[src/rtl/esm_pkg.sv]
// esm_pkg: shared defaults for the ESM front-end replay buffer.
//   ESM_IW / ESM_BS  default instruction width and buffer depth
//   esm_instr_t      instruction word at the default width
//   esm_ptr_width()  pointer width for a given depth: one extra bit above the
//                    slot index so that full and empty are distinguishable
package esm_pkg;

  localparam int ESM_IW = 16;
  localparam int ESM_BS = 16;

  typedef logic [ESM_IW-1:0] esm_instr_t;

  function automatic int esm_ptr_width(input int bs);
    return $clog2(bs) + 1;
  endfunction

endpackage

[src/rtl/esm_instr_mem.sv]
// esm_instr_mem: BS x IW register array for the replay buffer.
//   clk    write clock (rising edge)
//   we     write enable
//   waddr  write slot
//   wdata  word to store
//   raddr  read slot
//   rdata  word at raddr, combinational read
// Contents are intentionally not reset.
module esm_instr_mem
  import esm_pkg::*;
#(
  parameter int IW = ESM_IW,
  parameter int BS = ESM_BS
) (
  input  logic                  clk,
  input  logic                  we,
  input  logic [$clog2(BS)-1:0] waddr,
  input  logic [IW-1:0]         wdata,
  input  logic [$clog2(BS)-1:0] raddr,
  output logic [IW-1:0]         rdata
);

  logic [IW-1:0] mem [BS];

  always_ff @(posedge clk) begin
    if (we) mem[waddr] <= wdata;
  end

  assign rdata = mem[raddr];

endmodule

[src/rtl/esm_replay_buffer.sv]
// esm_replay_buffer: in-order instruction buffer with commit/rewind replay.
//   clk, rst                 clock, synchronous active-high reset
//   in_valid/in_ready/in_instr     enqueue handshake
//   out_valid/out_ready/out_instr  issue handshake, out_index = slot of out_instr
//   commit    retire everything issued before this edge
//   rewind    restart issue from the oldest retained instruction
//   flush     discard all contents
//   count     retained entries, pending = unissued entries
// Pointers carry one extra wrap bit; slots are the low bits.
module esm_replay_buffer
  import esm_pkg::*;
#(
  parameter int IW = ESM_IW,
  parameter int BS = ESM_BS
) (
  input  logic                  clk,
  input  logic                  rst,
  input  logic                  in_valid,
  output logic                  in_ready,
  input  logic [IW-1:0]         in_instr,
  output logic                  out_valid,
  input  logic                  out_ready,
  output logic [IW-1:0]         out_instr,
  output logic [$clog2(BS)-1:0] out_index,
  input  logic                  commit,
  input  logic                  rewind,
  input  logic                  flush,
  output logic [esm_ptr_width(BS)-1:0] count,
  output logic [esm_ptr_width(BS)-1:0] pending
);

  localparam int PW = esm_ptr_width(BS);
  localparam int AW = $clog2(BS);
  localparam logic [PW-1:0] FULL_CNT = PW'(BS);
  localparam logic [PW-1:0] ONE      = PW'(1);

  logic [PW-1:0] base_ptr, rd_ptr, wr_ptr;
  logic          enq, deq;

  assign count   = wr_ptr - base_ptr;
  assign pending = wr_ptr - rd_ptr;

  // Handshake readiness depends only on pointer state and control inputs,
  // never on in_valid/out_ready.
  assign in_ready  = !rst && !flush && (count != FULL_CNT);
  assign out_valid = !rst && !flush && !rewind && (rd_ptr != wr_ptr);

  assign enq = in_valid && in_ready;
  assign deq = out_valid && out_ready;

  always_ff @(posedge clk) begin
    if (rst || flush) begin
      base_ptr <= '0;
      rd_ptr   <= '0;
      wr_ptr   <= '0;
    end else begin
      if (enq) wr_ptr <= wr_ptr + ONE;
      if (rewind) begin
        rd_ptr <= base_ptr;
      end else begin
        if (deq)    rd_ptr   <= rd_ptr + ONE;
        // Pre-edge rd: an instruction dequeued this cycle stays retained.
        if (commit) base_ptr <= rd_ptr;
      end
    end
  end

  assign out_index = rd_ptr[AW-1:0];

  esm_instr_mem #(
    .IW (IW),
    .BS (BS)
  ) u_mem (
    .clk   (clk),
    .we    (enq),
    .waddr (wr_ptr[AW-1:0]),
    .wdata (in_instr),
    .raddr (rd_ptr[AW-1:0]),
    .rdata (out_instr)
  );

endmodule

[config.mk]
export PLATFORM = sky130hd
export DESIGN_NAME = esm_replay_buffer
export DESIGN_NICKNAME = d
export VERILOG_FILES = /design/src/rtl/esm_pkg.sv /design/src/rtl/esm_instr_mem.sv /design/src/rtl/esm_replay_buffer.sv
export SDC_FILE = /design/constraint.sdc
export NUM_CORES = 1
export LEC_CHECK = 0
export BUFFER_PORTS_ARGS = -buffer_cell sky130_fd_sc_hd__buf_2
export CAP_MARGIN = 20
export CORE_ASPECT_RATIO = 0.75
export CORE_MARGIN = 4
export CORE_UTILIZATION = 55
export CTS_BUF_LIST = sky130_fd_sc_hd__clkbuf_16
export DETAILED_ROUTE_END_ITERATION = 16
export PLACE_DENSITY_LB_ADDON = 0.25
export SETUP_SLACK_MARGIN = 0.5
export SLEW_MARGIN = 10
export SYNTH_ARGS = -nofsm -noshare
export SYNTH_HDL_FRONTEND = slang
export SYNTH_SLANG_ARGS = --single-unit
[constraint.sdc]
create_clock -name clk -period 11.6 [get_ports clk]
set_clock_uncertainty 0.2 [all_clocks]
set_input_delay 0.58 -clock clk [delete_from_list [all_inputs] [get_ports clk]]
set_output_delay 0.58 -clock clk [all_outputs]
set_load 0.01 [all_outputs]
==> results of run 1 <==
==> critical path: cells and delay by family, from the launching register on <==
kind                   cells  cell delay [ns]
buffers and inverters      2             0.85
flip-flops                 1             0.70
multiplexers               2             1.18
==> cells in the final DEF (no fill, tap or decap), types with 2 or more instances in the layout <==
master / n
nand2b_1: 2
mux4_2: 70
xor2_1: 3
a31oi_1: 3
xnor2_1: 5
nor2b_1: 2
clkinvlp_4: 2
inv_1: 21
a21oi_1: 8
mux2i_1: 6
or4_1: 2
nand2_1: 16
clkinv_1: 5
clkinv_2: 6
dfxtp_1: 17
a2111oi_2: 2
nor2_1: 14
fa_1: 2
buf_4: 20
mux4_1: 10
bufinv_16: 2
a21o_1: 4
or3_1: 2
a2111o_1: 2
nor4_2: 3
edfxtp_1: 256
buf_2: 54
ha_1: 13
nor3_2: 9
nand4_1: 4
o21ai_0: 7
a211oi_1: 2
clkbuf_16: 27
==> logic make-up (layout without fill, tap and decap cells) <==
kind of cell | Yosys count | count (layout) | share of synthesized area
XOR/XNOR | 10 | 10 | 0.00930
buffers and inverters | 45 | 139 | 0.0223
adder cells (fa/ha/maj) | 15 | 15 | 0.0184
AND/OR/NAND/NOR | 59 | 59 | 0.0264
AO/OA/AOI/OAI | 32 | 32 | 0.0189
multiplexers | 87 | 87 | 0.173
flip-flops | 275 | 275 | 0.731
==> area by class of cell <==
cell class | instances | area, µm² | area share
flip-flops and latches | 275 | 8070 | 0.644
multi-input cells | 203 | 2810 | 0.224
clock buffers | 27 | 676 | 0.0539
repair buffers | 75 | 448 | 0.0357
well taps | 253 | 317 | 0.0253
clock inverters | 21 | 151 | 0.0121
inverters | 16 | 60.1 | 0.00479
==> per-layer routing <==
layer,vias up,GRT usage,wire length (µm)
li1,2319,-,-
met1,2780,0.324,9770
met2,218,0.319,10500
met3,43,0.0391,1780
met4,0,0.0433,451
met5,-,0,0
==> path summary, 6_finish.rpt <==
path                                        end  cells after the start  slack [ns]   startpoint
worst max-delay path               out_instr[4]                      4        7.55         flop
worst min-delay path                  wr_ptr[4]                      3        0.18          rst
worst max register to register  u_mem.mem[4][3]                     10        7.67    wr_ptr[0]
worst min register to register             flop                      2        0.31  base_ptr[3]
==> sequential cells by signal (all words and copies together), names as in the netlist, named ones only <==
register   flops
u_mem.mem    256
base_ptr       5
rd_ptr         5
wr_ptr         5
==> power groups by stage <==
stage	sequential [mW]	clock, mW	combinational (mW)
5_1_grt	1.09	0.875	0.0712
2_1_floorplan	1.11	0	0.0372
6_report	1.09	0.812	0.0648
4_1_cts	1.09	0.827	0.0658
3_5_place_dp	1.11	0	0.0655
3_3_place_gp	1.11	0	0.0638
==> results.ini, run 1 <==
[placement]
detailed_place.area_um2 = 11700
io_buffer_count = 54
routabilityCongestion = 0.880
dp_hpwl_um = 12800
dp_worst_setup_slack_ns = 7.67
dp.cells = 821

[logic_synthesis]
synth_flop_cell = edfxtp_1
synth.avg_cell_area_um2 = 21.1
synth_edf_count = 256
yosysUniqueCellTypes = 42
ys_ff_latch = 275
netlist_area_um2 = 11000
yosysMostFrequentCell = edfxtp_1
yosys-top-cells-area = edfxtp_1 70%, mux4_2 14%, dfxtp_1 3.4%
syn_nets = 561
synth_commonest_cells = 256 x edfxtp_1, 70 x mux4_2, 19 x dfxtp_1, 16 x inv_1, 16 x nand2_1
ys_seq_area_frac = 0.731
syn_inst = 523
synth_area_leader_cell = edfxtp_1
netlist.area_leader.share = 0.697
yosysWarnings = 0
synthArstFlopShare = 0

[sta]
rsz0062_at_grt = false
drv_slew = 0
hold_ws_ns = 0.181
fmax_mhz = 247
fin_crit_sh = 0.350
finalSetupViolations = 0
fin_tns_setup_ns = 0
slew_headroom = 0.342
hold_viol_final = 0
tightest_slew_ns = 0.982
fin_crit_ns = 4.05
setup_ws_ns = 7.55

[finish]
drive_gt1_frac = 0.334
fin_cells = 870
final_util = 0.641
design_area_um2 = 12500
n_antenna_cell = 0
fill_cells = 1296
final_nets = 635
area_growth_pct = 13.6

[power_and_ir_drop]
seq_power_share = 0.554
p_clk_frac = 0.413
pwr-share-comb = 0.033
swShare = 0.197
switching_power_uw = 388
peakVddDrop_uv = 116
powerDensity_nw_per_um2 = 157
p_int_mw = 1.58
leakagePower_nw = 4.03
total_power_mw = 1.97

[clock_tree]
cts-resized-gates = 0
htree_levels = 1
cts_inserted_buffers = 26
post-cts-setup-buffer-count = 0
cts_root_buf = clkbuf_16
clock_latency_ns = 0.51
holdBufCountCts = 0
cts_tree = done
clkTransAtPathRegs_ns = 0.07
clock_sinks = 275
clk_path_buf_depth = 3

[route]
drc = 0
ant_nets = 0
routedWlPerCell_um = 25.8
routed_wirelength_um = 22500
drt_iter0_drc = 542
vias = 5360
first_pass_iters = 5
routed_via_density = 6.16

[floorplan]
dieArea_um2 = 22400
die_h_um = 131
ios = 55
core.rowCount = 44
coreArea_um2 = 19500
fp.dieW_um = 172
initial_core_util = 0.565

[global_routing]
gr-usage-all-layers = 0.209
grt_pass1_wl_um = 34500
antenna_found_initial = 0
grt_max_degree = 65
grt_pass1_vias = 5520
grt_overflow = 0

[worst_setup_path]
crit_path_max_incr_delay_ns = 0.70
slowest_stage = dfxtp_4
required_ns = 10.82
critPathArrivalTime_ns = 3.27
critPathLaunchType = flop
crit_fanout = 37
critPathKind = flop to primary output
crit_path_cell_trace = buf_4 -> mux4_1 -> mux4_2 -> buf_2
end_kind = primary output

[status]
status = complete, no violations

[min_path]
hp-class = input port to flop

[job]
maxCapViolations = 0

(Power assumes the default switching activity.)
==> run 2, diff against run 1 <==
==> constraint.sdc (replaced) <==
create_clock -name clk -period 4.1 [get_ports clk]
set_clock_uncertainty 0.2 [all_clocks]
set_input_delay 0.205 -clock clk [delete_from_list [all_inputs] [get_ports clk]]
set_output_delay 0.205 -clock clk [all_outputs]
set_load 0.01 [all_outputs]
==> run 2 against run 1 <==
Against the previous run:
- non-clock buffer count grew 39
- cell count grew 4.4%
- register-to-register slack lost 7.0 ns
- sequential share of layout area shrank 2.4 points
- power grew to 2.9 times the previous value
- critical path type unchanged
- largest cell class unchanged
- highest routed layer is now met5
==> results.ini, run 2 (synthesis gave the netlist of run 1 again) <==
[status]
status = complete, no violations

[sta]
tightest_slew_ns = 0.972  ; -0.0102 ns
slew_headroom = 0.351  ; +0.00949
fmax_mhz = 289
finalSetupViolations = 0  ; unchanged
fin_crit_sh = 0.844
fin_crit_ns = 3.46
setup_ws_ns = 0.640  ; -6.91 ns
rsz0062_at_grt = true
drv_slew = 0  ; unchanged
hold_viol_final = 0  ; unchanged

[finish]
drive_gt1_frac = 0.333  ; -0.00105
n_antenna_cell = 0  ; unchanged
area_growth_pct = 18.0
final_cell_mix = 256 x edfxtp_1, 70 x mux4_2, 54 x buf_2, 30 x buf_4, 27 x clkbuf_16
largest_reg_flops = 256  ; unchanged
final_nets = 674  ; +6.1%
final_common_cell = edfxtp_1
top_register = u_mem.mem
final_util = 0.666  ; +0.0250

[worst_setup_path]
cp-startpoint = wr_ptr[0]
critPathArrivalTime_ns = 3.06  ; -0.21 ns
required_ns = 3.69  ; -7.13 ns
timing.critical_path.to = in_ready
crit_fanout = 10  ; -73%
critPathLaunchType = flop
r2r-end = u_mem.mem[6][12]
critPathKind = flop to primary output
regToRegStartpoint = wr_ptr[0]
reg2reg_depth = 10  ; unchanged
end_kind = primary output
r2r_slack_ns = 0.69  ; -6.98 ns

[floorplan]
core.rowCount = 44  ; unchanged
fp.dieW_um = 172  ; unchanged
dieArea_um2 = 22400  ; unchanged
coreArea_um2 = 19500  ; unchanged
die_h_um = 131  ; unchanged
ios = 55  ; unchanged
initial_core_util = 0.565  ; unchanged

[route]
vias = 5691  ; +6.2%
routed_via_density = 6.27  ; +1.7%
drc = 0  ; unchanged
first_pass_iters = 5  ; unchanged
routed_wirelength_um = 24200  ; +7.9%
routedWlPerCell_um = 26.7  ; +3.4%
ant_nets = 0  ; unchanged
drt_iter0_drc = 597  ; +10%

[global_routing]
antenna_found_initial = 2  ; +2
grt_overflow = 0  ; unchanged
gr-usage-all-layers = 0.223  ; +0.0140
grt_pass1_vias = 5604  ; +1.5%
grt_pass1_wl_um = 36400  ; +5.6%
grt_max_degree = 65  ; unchanged

[clock_tree]
cts_root_buf = clkbuf_16
cts_inserted_buffers = 26  ; unchanged
htree_levels = 1  ; unchanged
clock_sinks = 275  ; unchanged
clk_path_buf_depth = 3  ; unchanged
clock_latency_ns = 0.52  ; about the same
cts_tree = done
clkTransAtPathRegs_ns = 0.06  ; about the same

[power_and_ir_drop]
powerDensity_nw_per_um2 = 440  ; +180%
leakagePower_nw = 4.27  ; +6.0%
peakVddDrop_uv = 351  ; +200%

[job]
maxCapViolations = 0  ; unchanged

[placement]
dp_hpwl_um = 15500  ; +21%
io_buffer_count = 54  ; unchanged
dp_worst_setup_slack_ns = 0.203  ; -7.46 ns
routabilityCongestion = 0.839  ; -4.6%

[min_path]
hp-class = input port to flop

[run 2: changes by cell type in the layout (fill, tap and decap cells not counted), sizes merged]
| cell | previous run | this run |
|---|---|---|
| buf | 75 | 90 |
| clkinvlp | 2 | 0 |
| dlygate4sd3 | 0 | 24 |
| inv | 22 | 23 |
| bufinv | 2 | 4 |
| clkinv | 11 | 9 |
[run 2: metrics by stage]
step	TNS (ns)	cell area, µm²	hold WS, ns	cells	power [mW]
floorplan	-7.25	11100	0.104	523	3.24
global placement	0	11700	0.293	817	3.34
detailed placement	0	11700	0.302	819	3.35
CTS	0	13000	0.0563	900	5.76
global route	0	13000	0.111	908	5.90
finish	0	13000	0.0759	908	5.72
[run 2: critical path: stages, from the launching register on]
cell,delay [ns]
dfxtp_1,0.35
inv_1,0.16
ha_1,0.20
inv_1,0.06
fa_1,0.44
xor2_2,0.22
nor4b_1,0.28
mux2_4,0.25
a21o_4,0.21
buf_4,0.17
inv_1,0.06
buf_2,0.13
[run 2: where the power goes]
part | internal (mW) | switching [mW] | leakage, nW | total (mW)
logic | 0.0975 | 0.141 | 1.37 | 0.239
registers | 3.07 | 0.00689 | 2.46 | 3.08
clock network | 1.43 | 0.972 | 0.448 | 2.41
total | 4.60 | 1.12 | 4.27 | 5.72
[run 2: metal layers]
layer	vias up	routed length (µm)	track usage
met5	-	13	0
met4	2	518	0.0494
met3	39	2070	0.0421
met2	277	10800	0.316
met1	2972	10900	0.367
li1	2401	-	-
[run 2: worst min-delay path by stage]
stage                start         endpoint  slack, ns  depth (start not counted)
3_5_place_dp   base_ptr[4]        rd_ptr[4]       0.30                          2
2_1_floorplan  in_instr[0]  u_mem.mem[0][0]       0.10                          0
5_1_grt             commit      base_ptr[4]       0.11                          4
3_3_place_gp   base_ptr[4]        rd_ptr[4]       0.29                          2
4_1_cts             commit      base_ptr[4]       0.06                          4
6_report            commit      base_ptr[4]       0.08                          4
[run 2: layout make-up]
cell class                      count  area, µm²
Sequential cell                   275       8070
Clock buffer                       27        676
Tap cell                          253        317
Inverter                           16       60.1
Multi-Input combinational cell    203       2870
Timing Repair Buffer              114        838
Fill cell                        1224       6520
Clock inverter                     20        188
[run 2: timing repair]
| action | CTS | global route |
|---|---|---|
| buffers inserted | 10 | 8 |
| pin swaps | 3 | 0 |
| resized for setup | 1 | 1 |
| endpoints found under the hold margin | 270 | 0 |
| setup endpoints to repair | 133 | 37 |
| hold buffers | 24 | 0 |
